### src/rtl/fifo_40bit_arb_ctrl_if.sv
// Bus bundle for fifo_40bit_arb_ctrl: requester write ports, flush handshake,
// FIFO side-band and the output stream. master = controller view.
interface fifo_40bit_arb_ctrl_if #(
  parameter int unsigned NREQ = 4,
  parameter int unsigned DW   = 40,
  parameter int unsigned AW   = 8
);
  logic [NREQ-1:0]    req_valid;
  logic [NREQ*DW-1:0] req_data;
  logic [NREQ-1:0]    req_ready;
  logic               clr_req;
  logic               clr_done;
  logic               fifo_we;
  logic [DW-1:0]      fifo_din;
  logic               fifo_re;
  logic               fifo_clr;
  logic [DW-1:0]      fifo_dout;
  logic               fifo_full;
  logic               fifo_empty;
  logic               m_valid;
  logic [DW-1:0]      m_data;
  logic               m_ready;
  logic [AW:0]        level;

  modport master (
    input  req_valid, req_data, clr_req, fifo_dout, fifo_full, fifo_empty, m_ready,
    output req_ready, clr_done, fifo_we, fifo_din, fifo_re, fifo_clr, m_valid, m_data, level
  );

  modport slave (
    output req_valid, req_data, clr_req, fifo_dout, fifo_full, fifo_empty, m_ready,
    input  req_ready, clr_done, fifo_we, fifo_din, fifo_re, fifo_clr, m_valid, m_data, level
  );
endinterface

### src/rtl/fifo_40bit_arb_ctrl.sv
// Round-robin write arbiter, 2-entry read prefetch and flush sequencer for a 256x40 FIFO.
// Optional occupancy counter enabled by defining FIFO_ARB_LEVEL_EN.
module fifo_40bit_arb_ctrl #(
  parameter int unsigned NREQ = 4,
  parameter int unsigned DW   = 40,
  parameter int unsigned AW   = 8
) (
  input  logic                  clk,
  input  logic                  rst,
  fifo_40bit_arb_ctrl_if.master bus
);
  localparam int unsigned PW = (NREQ > 1) ? $clog2(NREQ) : 1;
  localparam int unsigned IW = PW + 1;
  localparam int unsigned LW = AW + 1;

  typedef enum logic {ST_RUN = 1'b0, ST_CLR = 1'b1} state_e;

  state_e          state_q, state_d;
  logic [PW-1:0]   rr_ptr_q, rr_ptr_d;
  logic [1:0]      cnt_q, cnt_d;
  logic            inflight_q, inflight_d;
  logic [DW-1:0]   head_q, head_d;
  logic [DW-1:0]   tail_q, tail_d;
  logic            m_valid_q, m_valid_d;
  logic            fifo_clr_q, fifo_clr_d;
  logic            clr_done_q, clr_done_d;

  logic            run_c;
  logic            gfound_c;
  logic [PW-1:0]   gidx_c;
  logic [NREQ-1:0] grant_c;
  logic            we_c;
  logic            re_c;
  logic            pop_c;
  logic [1:0]      occ_c;
  logic [DW-1:0]   req_word [NREQ];

  for (genvar g = 0; g < NREQ; g++) begin : g_word
    assign req_word[g] = bus.req_data[g*DW +: DW];
  end

  assign run_c = (state_q == ST_RUN) && !rst;

  // First valid requester at or after rr_ptr, wrapping.
  always_comb begin
    logic [IW-1:0] idx;
    idx      = '0;
    gfound_c = 1'b0;
    gidx_c   = '0;
    for (int unsigned k = 0; k < NREQ; k++) begin
      idx = IW'(rr_ptr_q) + IW'(k);
      if (idx >= IW'(NREQ)) idx = idx - IW'(NREQ);
      if (!gfound_c && bus.req_valid[PW'(idx)]) begin
        gfound_c = 1'b1;
        gidx_c   = PW'(idx);
      end
    end
    grant_c = '0;
    if (run_c && !bus.fifo_full && gfound_c) grant_c[gidx_c] = 1'b1;
  end

  assign we_c  = |(bus.req_valid & grant_c);
  assign pop_c = m_valid_q & bus.m_ready;
  assign occ_c = cnt_q + {1'b0, inflight_q};
  // A pop this cycle frees a buffer slot in time for a read issued now.
  assign re_c  = run_c && !bus.fifo_empty && ((occ_c < 2'd2) || ((occ_c == 2'd2) && pop_c));

  always_comb begin
    state_d    = state_q;
    rr_ptr_d   = rr_ptr_q;
    cnt_d      = cnt_q;
    inflight_d = re_c;
    head_d     = head_q;
    tail_d     = tail_q;
    fifo_clr_d = 1'b0;
    clr_done_d = 1'b0;

    case (state_q)
      ST_RUN: if (bus.clr_req) begin
        state_d    = ST_CLR;
        fifo_clr_d = 1'b1;
      end
      ST_CLR: begin
        state_d    = ST_RUN;
        clr_done_d = 1'b1;
      end
    endcase

    if (we_c) rr_ptr_d = (gidx_c == PW'(NREQ - 1)) ? '0 : gidx_c + PW'(1);

    // Returning read word enters behind any buffered word; pop shifts tail to head.
    case ({inflight_q, pop_c})
      2'b10: begin
        if (cnt_q == 2'd0) head_d = bus.fifo_dout;
        else               tail_d = bus.fifo_dout;
        cnt_d = cnt_q + 2'd1;
      end
      2'b01: begin
        head_d = tail_q;
        cnt_d  = cnt_q - 2'd1;
      end
      2'b11: begin
        if (cnt_q == 2'd2) begin
          head_d = tail_q;
          tail_d = bus.fifo_dout;
        end else begin
          head_d = bus.fifo_dout;
        end
      end
      default: ;
    endcase

    if (state_q == ST_CLR) begin
      cnt_d      = 2'd0;
      inflight_d = 1'b0;
    end
    m_valid_d = (cnt_d != 2'd0);
  end

  always_ff @(posedge clk) begin
    if (rst) begin
      state_q    <= ST_RUN;
      rr_ptr_q   <= '0;
      cnt_q      <= 2'd0;
      inflight_q <= 1'b0;
      head_q     <= '0;
      tail_q     <= '0;
      m_valid_q  <= 1'b0;
      fifo_clr_q <= 1'b0;
      clr_done_q <= 1'b0;
    end else begin
      state_q    <= state_d;
      rr_ptr_q   <= rr_ptr_d;
      cnt_q      <= cnt_d;
      inflight_q <= inflight_d;
      head_q     <= head_d;
      tail_q     <= tail_d;
      m_valid_q  <= m_valid_d;
      fifo_clr_q <= fifo_clr_d;
      clr_done_q <= clr_done_d;
    end
  end

`ifdef FIFO_ARB_LEVEL_EN
  logic [LW-1:0] level_q, level_d;

  always_comb begin
    level_d = level_q;
    if (we_c && !re_c)      level_d = level_q + LW'(1);
    else if (!we_c && re_c) level_d = level_q - LW'(1);
    if (state_q == ST_CLR)  level_d = '0;
  end

  always_ff @(posedge clk) begin
    if (rst) level_q <= '0;
    else     level_q <= level_d;
  end

  assign bus.level = level_q;
`else
  assign bus.level = '0;
`endif

  assign bus.req_ready = grant_c;
  assign bus.fifo_we   = we_c;
  assign bus.fifo_din  = req_word[gidx_c];
  assign bus.fifo_re   = re_c;
  assign bus.fifo_clr  = fifo_clr_q;
  assign bus.clr_done  = clr_done_q;
  assign bus.m_valid   = m_valid_q;
  assign bus.m_data    = head_q;
endmodule

### src/flat_wrapper.sv
// flat-port wrapper written by rule: the top's interface ports become plain ports
module fifo_40bit_arb_ctrl_flat 
#(
  parameter int unsigned NREQ = 4,
  parameter int unsigned DW   = 40,
  parameter int unsigned AW   = 8
)
  (clk, rst, bus_req_valid, bus_req_data, bus_clr_req, bus_fifo_dout, bus_fifo_full, bus_fifo_empty, bus_m_ready, bus_req_ready, bus_clr_done, bus_fifo_we, bus_fifo_din, bus_fifo_re, bus_fifo_clr, bus_m_valid, bus_m_data, bus_level);
  fifo_40bit_arb_ctrl_if #(.NREQ(NREQ), .DW(DW), .AW(AW)) bus_i ();
  input  logic clk;
  input  logic rst;
  input wire logic [$bits(bus_i.req_valid)-1:0] bus_req_valid;
  input wire logic [$bits(bus_i.req_data)-1:0] bus_req_data;
  input wire logic [$bits(bus_i.clr_req)-1:0] bus_clr_req;
  input wire logic [$bits(bus_i.fifo_dout)-1:0] bus_fifo_dout;
  input wire logic [$bits(bus_i.fifo_full)-1:0] bus_fifo_full;
  input wire logic [$bits(bus_i.fifo_empty)-1:0] bus_fifo_empty;
  input wire logic [$bits(bus_i.m_ready)-1:0] bus_m_ready;
  output wire logic [$bits(bus_i.req_ready)-1:0] bus_req_ready;
  output wire logic [$bits(bus_i.clr_done)-1:0] bus_clr_done;
  output wire logic [$bits(bus_i.fifo_we)-1:0] bus_fifo_we;
  output wire logic [$bits(bus_i.fifo_din)-1:0] bus_fifo_din;
  output wire logic [$bits(bus_i.fifo_re)-1:0] bus_fifo_re;
  output wire logic [$bits(bus_i.fifo_clr)-1:0] bus_fifo_clr;
  output wire logic [$bits(bus_i.m_valid)-1:0] bus_m_valid;
  output wire logic [$bits(bus_i.m_data)-1:0] bus_m_data;
  output wire logic [$bits(bus_i.level)-1:0] bus_level;
  assign bus_i.req_valid = bus_req_valid;
  assign bus_i.req_data = bus_req_data;
  assign bus_i.clr_req = bus_clr_req;
  assign bus_i.fifo_dout = bus_fifo_dout;
  assign bus_i.fifo_full = bus_fifo_full;
  assign bus_i.fifo_empty = bus_fifo_empty;
  assign bus_i.m_ready = bus_m_ready;
  assign bus_req_ready = bus_i.req_ready;
  assign bus_clr_done = bus_i.clr_done;
  assign bus_fifo_we = bus_i.fifo_we;
  assign bus_fifo_din = bus_i.fifo_din;
  assign bus_fifo_re = bus_i.fifo_re;
  assign bus_fifo_clr = bus_i.fifo_clr;
  assign bus_m_valid = bus_i.m_valid;
  assign bus_m_data = bus_i.m_data;
  assign bus_level = bus_i.level;
  fifo_40bit_arb_ctrl #(.NREQ(NREQ), .DW(DW), .AW(AW)) u_core (.clk(clk), .rst(rst), .bus(bus_i));
endmodule
### config.mk
export PLATFORM = sky130hd
export DESIGN_NAME = fifo_40bit_arb_ctrl_flat
export DESIGN_NICKNAME = d
export VERILOG_FILES = /design/src/rtl/fifo_40bit_arb_ctrl_if.sv /design/src/rtl/fifo_40bit_arb_ctrl.sv /design/src/flat_wrapper.sv
export SDC_FILE = /design/constraint.sdc
export NUM_CORES = 1
export LEC_CHECK = 0
export CAP_MARGIN = 20
export CORE_AREA = 2 2 121 123
export CTS_CLUSTER_DIAMETER = 40
export CTS_CLUSTER_SIZE = 24
export DETAILED_ROUTE_END_ITERATION = 8
export DIE_AREA = 0 0 123 125
export DONT_BUFFER_PORTS = 1
export PLACE_DENSITY = 0.61
export SYNTH_ARGS = -nofsm -noshare
export SYNTH_HDL_FRONTEND = slang
export SYNTH_SLANG_ARGS = --single-unit
### constraint.sdc
create_clock -name clk -period 2.49 [get_ports clk]
set_input_delay 0.3735 -clock clk [delete_from_list [all_inputs] [get_ports clk]]
set_output_delay 0.3735 -clock clk [all_outputs]
set_load 0.1 [all_outputs]
Word-level counts from Yosys, hierarchy flattened
Cells that the tools add are included.
{"block": "word_totals", "regBits": 89, "inputBits": 210, "wordCells": 108}
{"block": "classes", "n_addsub": 11, "magnitude_cmp": 12, "n_eq_ne": 9, "n_mux": 38, "bitwise_logic": 4, "n_reduce_logical": 25}
{"cell": "$mux 40", "count": 6}
{"cell": "$pmux 40 s3", "count": 1}
{"cell": "$bmux 40 s2", "count": 1}
{"cell": "$pmux 40 s2", "count": 1}
{"cell": "$mux 2", "count": 10}
{"cell": "$lt 2x3->1 const B", "count": 5}
{"cell": "$ge 3x3->1 const B", "count": 4}
{"cell": "$mux 1", "count": 11}
{"cell": "$eq 2x2->1 const B", "count": 5}
{"cell": "$logic_and 1x1->1", "count": 10}
{"cell": "$sub 2x1->2 const B", "count": 5}
{"cell": "$bmux 1 s2", "count": 4}
{"cell": "$add 2x2->3 const B", "count": 2}
{"cell": "$logic_not 1->1", "count": 6}
{"cell": "$add 2x1->2 const B", "count": 2}
{"cell": "$and 4x4->4", "count": 1}
{"cell": "$mux 4", "count": 1}
{"cell": "$ne 2x1->1 const B", "count": 2}
{"cell": "$pmux 2 s2", "count": 1}
{"cell": "$reduce_bool 2->1", "count": 2}
{"cell": "$reduce_or 4->1", "count": 1}
{"cell": "$add 2x1->3 const B", "count": 1}
{"cell": "$ge 2x3->1 const B", "count": 1}
{"cell": "$not 2->3", "count": 1}
{"cell": "other kinds (15)", "count": 15}

Longest topological paths before layout
{"block": "depth", "word_depth": 21, "mapped_depth": 12, "ltp_nobuf": 9}

Worst setup path before layout
No wires, ideal clock.
{"block": "synth_timing", "kind": "register -> output", "from": "register u_core.m_valid_q, in the netlist u_core.bus.m_valid", "to": "output bus_fifo_re", "arrival_time_ns": 4.442, "setup_slack_ns": -2.325, "stages_incl_launch_ff": 4, "n_path_buf": 0, "cell_sequence": "dfxtp_1 nand2_1 o21ai_0 nor4b_1"}
{"block": "synth_via", "elab_chain_len": 4}
{"element": "from (decl)", "line_no": "fifo_40bit_arb_ctrl.sv:24", "source": "logic m_valid_q, m_valid_d;"}
{"element": "from (signal assigned)", "line_no": "fifo_40bit_arb_ctrl.sv:138", "source": "m_valid_q <= m_valid_d;"}
{"element": "$and 1x1->1", "line_no": "fifo_40bit_arb_ctrl.sv:63", "source": "assign pop_c = m_valid_q & bus.m_ready;"}
{"element": "$logic_and 1x1->1", "line_no": "fifo_40bit_arb_ctrl.sv:66", "source": "assign re_c = run_c && !bus.fifo_empty && ((occ_c < 2'd2) || ((occ_c == 2'd2) && pop_c));"}
{"element": "$logic_or 1x1->1", "line_no": "fifo_40bit_arb_ctrl.sv:66"}
{"element": "$logic_and 1x1->1", "line_no": "fifo_40bit_arb_ctrl.sv:66"}
{"element": "to (decl)", "line_no": "flat_wrapper.sv:23", "source": "output wire logic [$bits(bus_i.fifo_re)-1:0] bus_fifo_re;"}
No other way between the ends.

Worst setup path after layout
{"block": "layout_timing", "from": "register u_core.rr_ptr_q[1]", "to": "output bus_fifo_we"}
{"block": "layout_via", "elab_chain_len": 21, "word_cells_on_any_way": 46}
{"element": "from (decl)", "line_no": "fifo_40bit_arb_ctrl.sv:19", "source": "logic [PW-1:0] rr_ptr_q, rr_ptr_d;"}
{"element": "from (signal assigned)", "line_no": "fifo_40bit_arb_ctrl.sv:133", "source": "rr_ptr_q <= rr_ptr_d;"}
{"element": "parallel branches: the longest is 18 deep, another holds $add 2x1->3"}
{"element": "$mux 4 *", "line_no": "fifo_40bit_arb_ctrl.sv:59", "source": "if (run_c && !bus.fifo_full && gfound_c) grant_c[gidx_c] = 1'b1;"}
{"element": "$and 4x4->4 *", "line_no": "fifo_40bit_arb_ctrl.sv:62", "source": "assign we_c = |(bus.req_valid & grant_c);"}
{"element": "$reduce_or 4->1 *", "line_no": "fifo_40bit_arb_ctrl.sv:62"}
{"element": "to (decl)", "line_no": "flat_wrapper.sv:21", "source": "output wire logic [$bits(bus_i.fifo_we)-1:0] bus_fifo_we;"}
Mark *: on every way between the ends. The select of a mux whose other input is x is not followed.

==> flow_summary.yaml <==
synthesis:
  synth_cell_type_count: 43
  synth_xor_area_share_pct: 0.503
  synth_adder_area_share_pct: 1.68
  muxShareOfSynthArea_pct: 23.8
  synth.yosys.seq_area_share_pct: 33.7
  syn_inst: 579
  synth_warnings: 0
  synth.ff_latch_count: 88
  async_flop_share_pct: 0
  synth_area_mm2: 0.00523
  synth_ff_type: "dfxtp_1"
  synth_enable_flop_cells: 0
  synth_compound_area_share_pct: 18.2
  synth_top_family_by_area: "multiplexers"
  yosys.area_share.simple_pct: 11.7
  syn_avg_cell_area_um2: 9.03
global_route:
  track_usage_pct: 22.8
  grt_pass1_vias: 4776
  antenna_found_initial: 1
  grt-ovfl-total: 0
  grt_max_degree: 91
  grt_pass1_wl_um: 26800
route:
  drc_errors: 0
  wirelength_um: 18900
  drtIter0Drc: 378
  wire_per_inst_um: 22.0
  vias: 4722
  ant_nets: 0
  drt-pass1-iter-count: 6
  vias_per_cell: 5.50
worst_setup_path:
  critPathRequiredTime_ns: 2.12
  crit_path_start_kind: "flop"
  critPathMaxFanout: 3
  critPathArrivalTime_ns: 2.29
  rrSetupSlack_ns: 0.24
  crit_path_end_kind: "output port"
  crit_type: "flop to output port"
finish:
  fill_cells: 1078
  nets: 886
  instances_no_fill: 859
  synthToLayoutAreaGrowth_pct: 66.8
  final_layout_size_suffix_gt1_share_pct: 43.0
  final_core_util_pct: 61.4
clock_tree:
  cts_tree: "yes"
  ctsLongestPathBuffers: 2
  clock_sinks: 88
  cts_root_buf: "clkbuf_16"
  insertion_delay_ns: 0.34
  path_clk_slew_ns: 0.06
  cts_buffers: 9
  htreeDepth: 3
run:
  maxCapViolCount: 0
power:
  power_mw: 6.77
  ir_drop_uv: 677
  p_int_mw: 3.81
  p_per_area_mw_per_mm2: 777
  clock_power_share_pct: 21.2
  leakagePower_nw: 2.96
  p_comb_share_pct: 55.7
  p_seq_share_pct: 23.1
  p_switching_mw: 2.96
  p_sw_share_pct: 43.7
placement:
  place.port_buffers: 0
  placedCellCount: 815
  gp_congestion: 0.764
  dp_hpwl_um: 12800
floorplanning:
  ios: 308
  dieArea_mm2: 0.0154
  num_rows: 44
  chipWidth_um: 123
  core_mm2: 0.0142
  start_util_pct: 36.8
  fp.dieH_um: 125
timing:
  clock_skew_ns: 0.00486
  finalSetupViolCount: 41
  period_minus_slack_ns: 2.66
  drv_slew: 0
  rsz0062_at_grt: "yes"
  final-hold-violation-count: 0
  layout_setup_ws_ns: -0.172
  slew_headroom_pct: 58.9
  worst_pin_slew_ns: 0.617
  period_share_pct: 107
  fmaxAchievable_ghz: 0.376
status:
  status: "complete, but fails checks"
  violations: "setup timing"
min_path:
  min_path_type: "input pin to flop"
[flip-flops by register name, summed over array words and instances (netlist names)]
signal / flops
u_core.cnt_q: 2
u_core.state_q: 1
u_core.bus.m_valid: 1
u_core.bus.m_data: 40
u_core.inflight_q: 1
u_core.rr_ptr_q: 2
u_core.tail_q: 40
u_core.bus.clr_done: 1
[final timing paths]
kind | start | end | depth (start not counted)
worst max-delay path | u_core.rr_ptr_q[1]$_SDFFE_PP0P_ | bus_fifo_we | 10
worst min-delay path | rst | u_core.tail_q[21]$_SDFFE_PP0P_ | 1
worst min register to register | u_core.tail_q[21]$_SDFFE_PP0P_ | u_core.tail_q[21]$_SDFFE_PP0P_ | 2
worst max register to register | u_core.rr_ptr_q[1]$_SDFFE_PP0P_ | u_core.rr_ptr_q[1]$_SDFFE_PP0P_ | 12
[timing repair]
action / CTS / global route
resized for setup: 95 / 87
pin swaps: 2 / 5
hold buffers: 0 / 0
gates cloned: 8 / 5
endpoints found under the setup margin: 41 / 43
buffers inserted: 16 / 3
[synth_stat cells (5+ instances only)]
library cell | n | area (µm²)
mux2i_1 | 122 | 1220
buf_12 | 11 | 220
ha_1 | 7 | 87.6
buf_4 | 11 | 82.6
nor2_1 | 46 | 173
dfxtp_1 | 88 | 1760
inv_1 | 5 | 18.8
clkbuf_1 | 17 | 63.8
a21oi_1 | 46 | 230
buf_2 | 18 | 90.1
nand2_1 | 82 | 308
a211oi_1 | 41 | 308
a22oi_1 | 40 | 300
[logic make-up after synthesis]
logic type / count (synthesis)
and+or+nand+nor: 147
AOI/OAI and AO/OA: 142
muxes: 123
DFF: 88
buffers and inverters: 68
adders and majority gates: 7
xor gates and xnor gates: 3
other: 1
[power groups by stage]
| stage | logic [mW] | clock network, mW | registers (mW) |
|---|---|---|---|
| 2_1_floorplan | 1.94 | 0 | 2.21 |
| 3_3_place_gp | 3.23 | 0 | 1.59 |
| 3_5_place_dp | 3.27 | 0 | 1.59 |
| 4_1_cts | 3.58 | 1.46 | 1.56 |
| 5_1_grt | 3.89 | 1.53 | 1.58 |
| 6_report | 3.77 | 1.44 | 1.56 |
[critical path, stage by stage (launching register included)]
cell      delay (ns)
dfxtp_2         0.34
mux2i_1         0.18
nor2_1          0.08
a311oi_4        0.24
buf_4           0.19
inv_6           0.03
ha_4            0.14
a222oi_1        0.30
buf_4           0.19
a21oi_4         0.06
buf_12          0.18
[area by class of cell]
cell class	count	area, µm²	share of cell area, %
inverter	6	27.5	0.316
timing repair buffer	133	1950	22.4
clock buffer	9	225	2.58
clock inverter	7	95.1	1.09
tap	184	230	2.64
antenna	1	2.50	0.0287
sequential	88	1760	20.2
multi-input combinational	431	4420	50.7
[cell usage in the layout (no fill, tap or decap), types with 2 or more instances in the layout]
cell type | netlist | layout
and2_2 | 0 | 3
clkinv_2 | 0 | 2
buf_8 | 1 | 3
buf_4 | 11 | 58
a21oi_1 | 46 | 44
buf_12 | 11 | 53
buf_6 | 2 | 6
xnor2_1 | 2 | 2
mux2i_1 | 122 | 3
a22oi_1 | 40 | 40
conb_1 | 1 | 9
nor2b_1 | 3 | 3
inv_6 | 0 | 2
dfxtp_1 | 88 | 86
ha_2 | 0 | 2
buf_16 | 0 | 8
nand2b_1 | 3 | 3
o21ai_2 | 0 | 2
nor2_1 | 46 | 45
o21ai_0 | 3 | 3
nand2_1 | 82 | 82
ha_1 | 7 | 4
clkbuf_16 | 0 | 14
nor3_1 | 2 | 2
nor4_1 | 2 | 2
bufinv_16 | 0 | 2
a21oi_4 | 0 | 2
mux2i_4 | 1 | 107
dfxtp_2 | 0 | 2
mux2i_2 | 0 | 13
a211oi_1 | 41 | 41
inv_1 | 5 | 5
[stage by stage]
stage / cell area (µm²) / setup WS (ns) / hold WS (ns) / TNS [ns]
after floorplan: 5810 / -0.272 / 0.436 / -0.734
after global placement: 6990 / 0.122 / 0.435 / 0
after detailed placement: 6990 / 0.0602 / 0.440 / 0
after CTS: 8090 / -0.192 / 0.0869 / -3.34
after global routing: 8720 / -0.248 / 0.0802 / -4.93
final: 8720 / -0.172 / 0.0960 / -2.36
[per-layer routing]
metal  GRT usage (%)  vias to the layer above  part of all wire (%)
li1                -                     2255                     -
met1            24.0                     2232                    34
met2            41.2                      194                    53
met3            6.16                       41                   8.5
met4            11.2                        0                   4.3
met5               0                        -                     0
No activity file was read; power rests on OpenSTA's default activity.
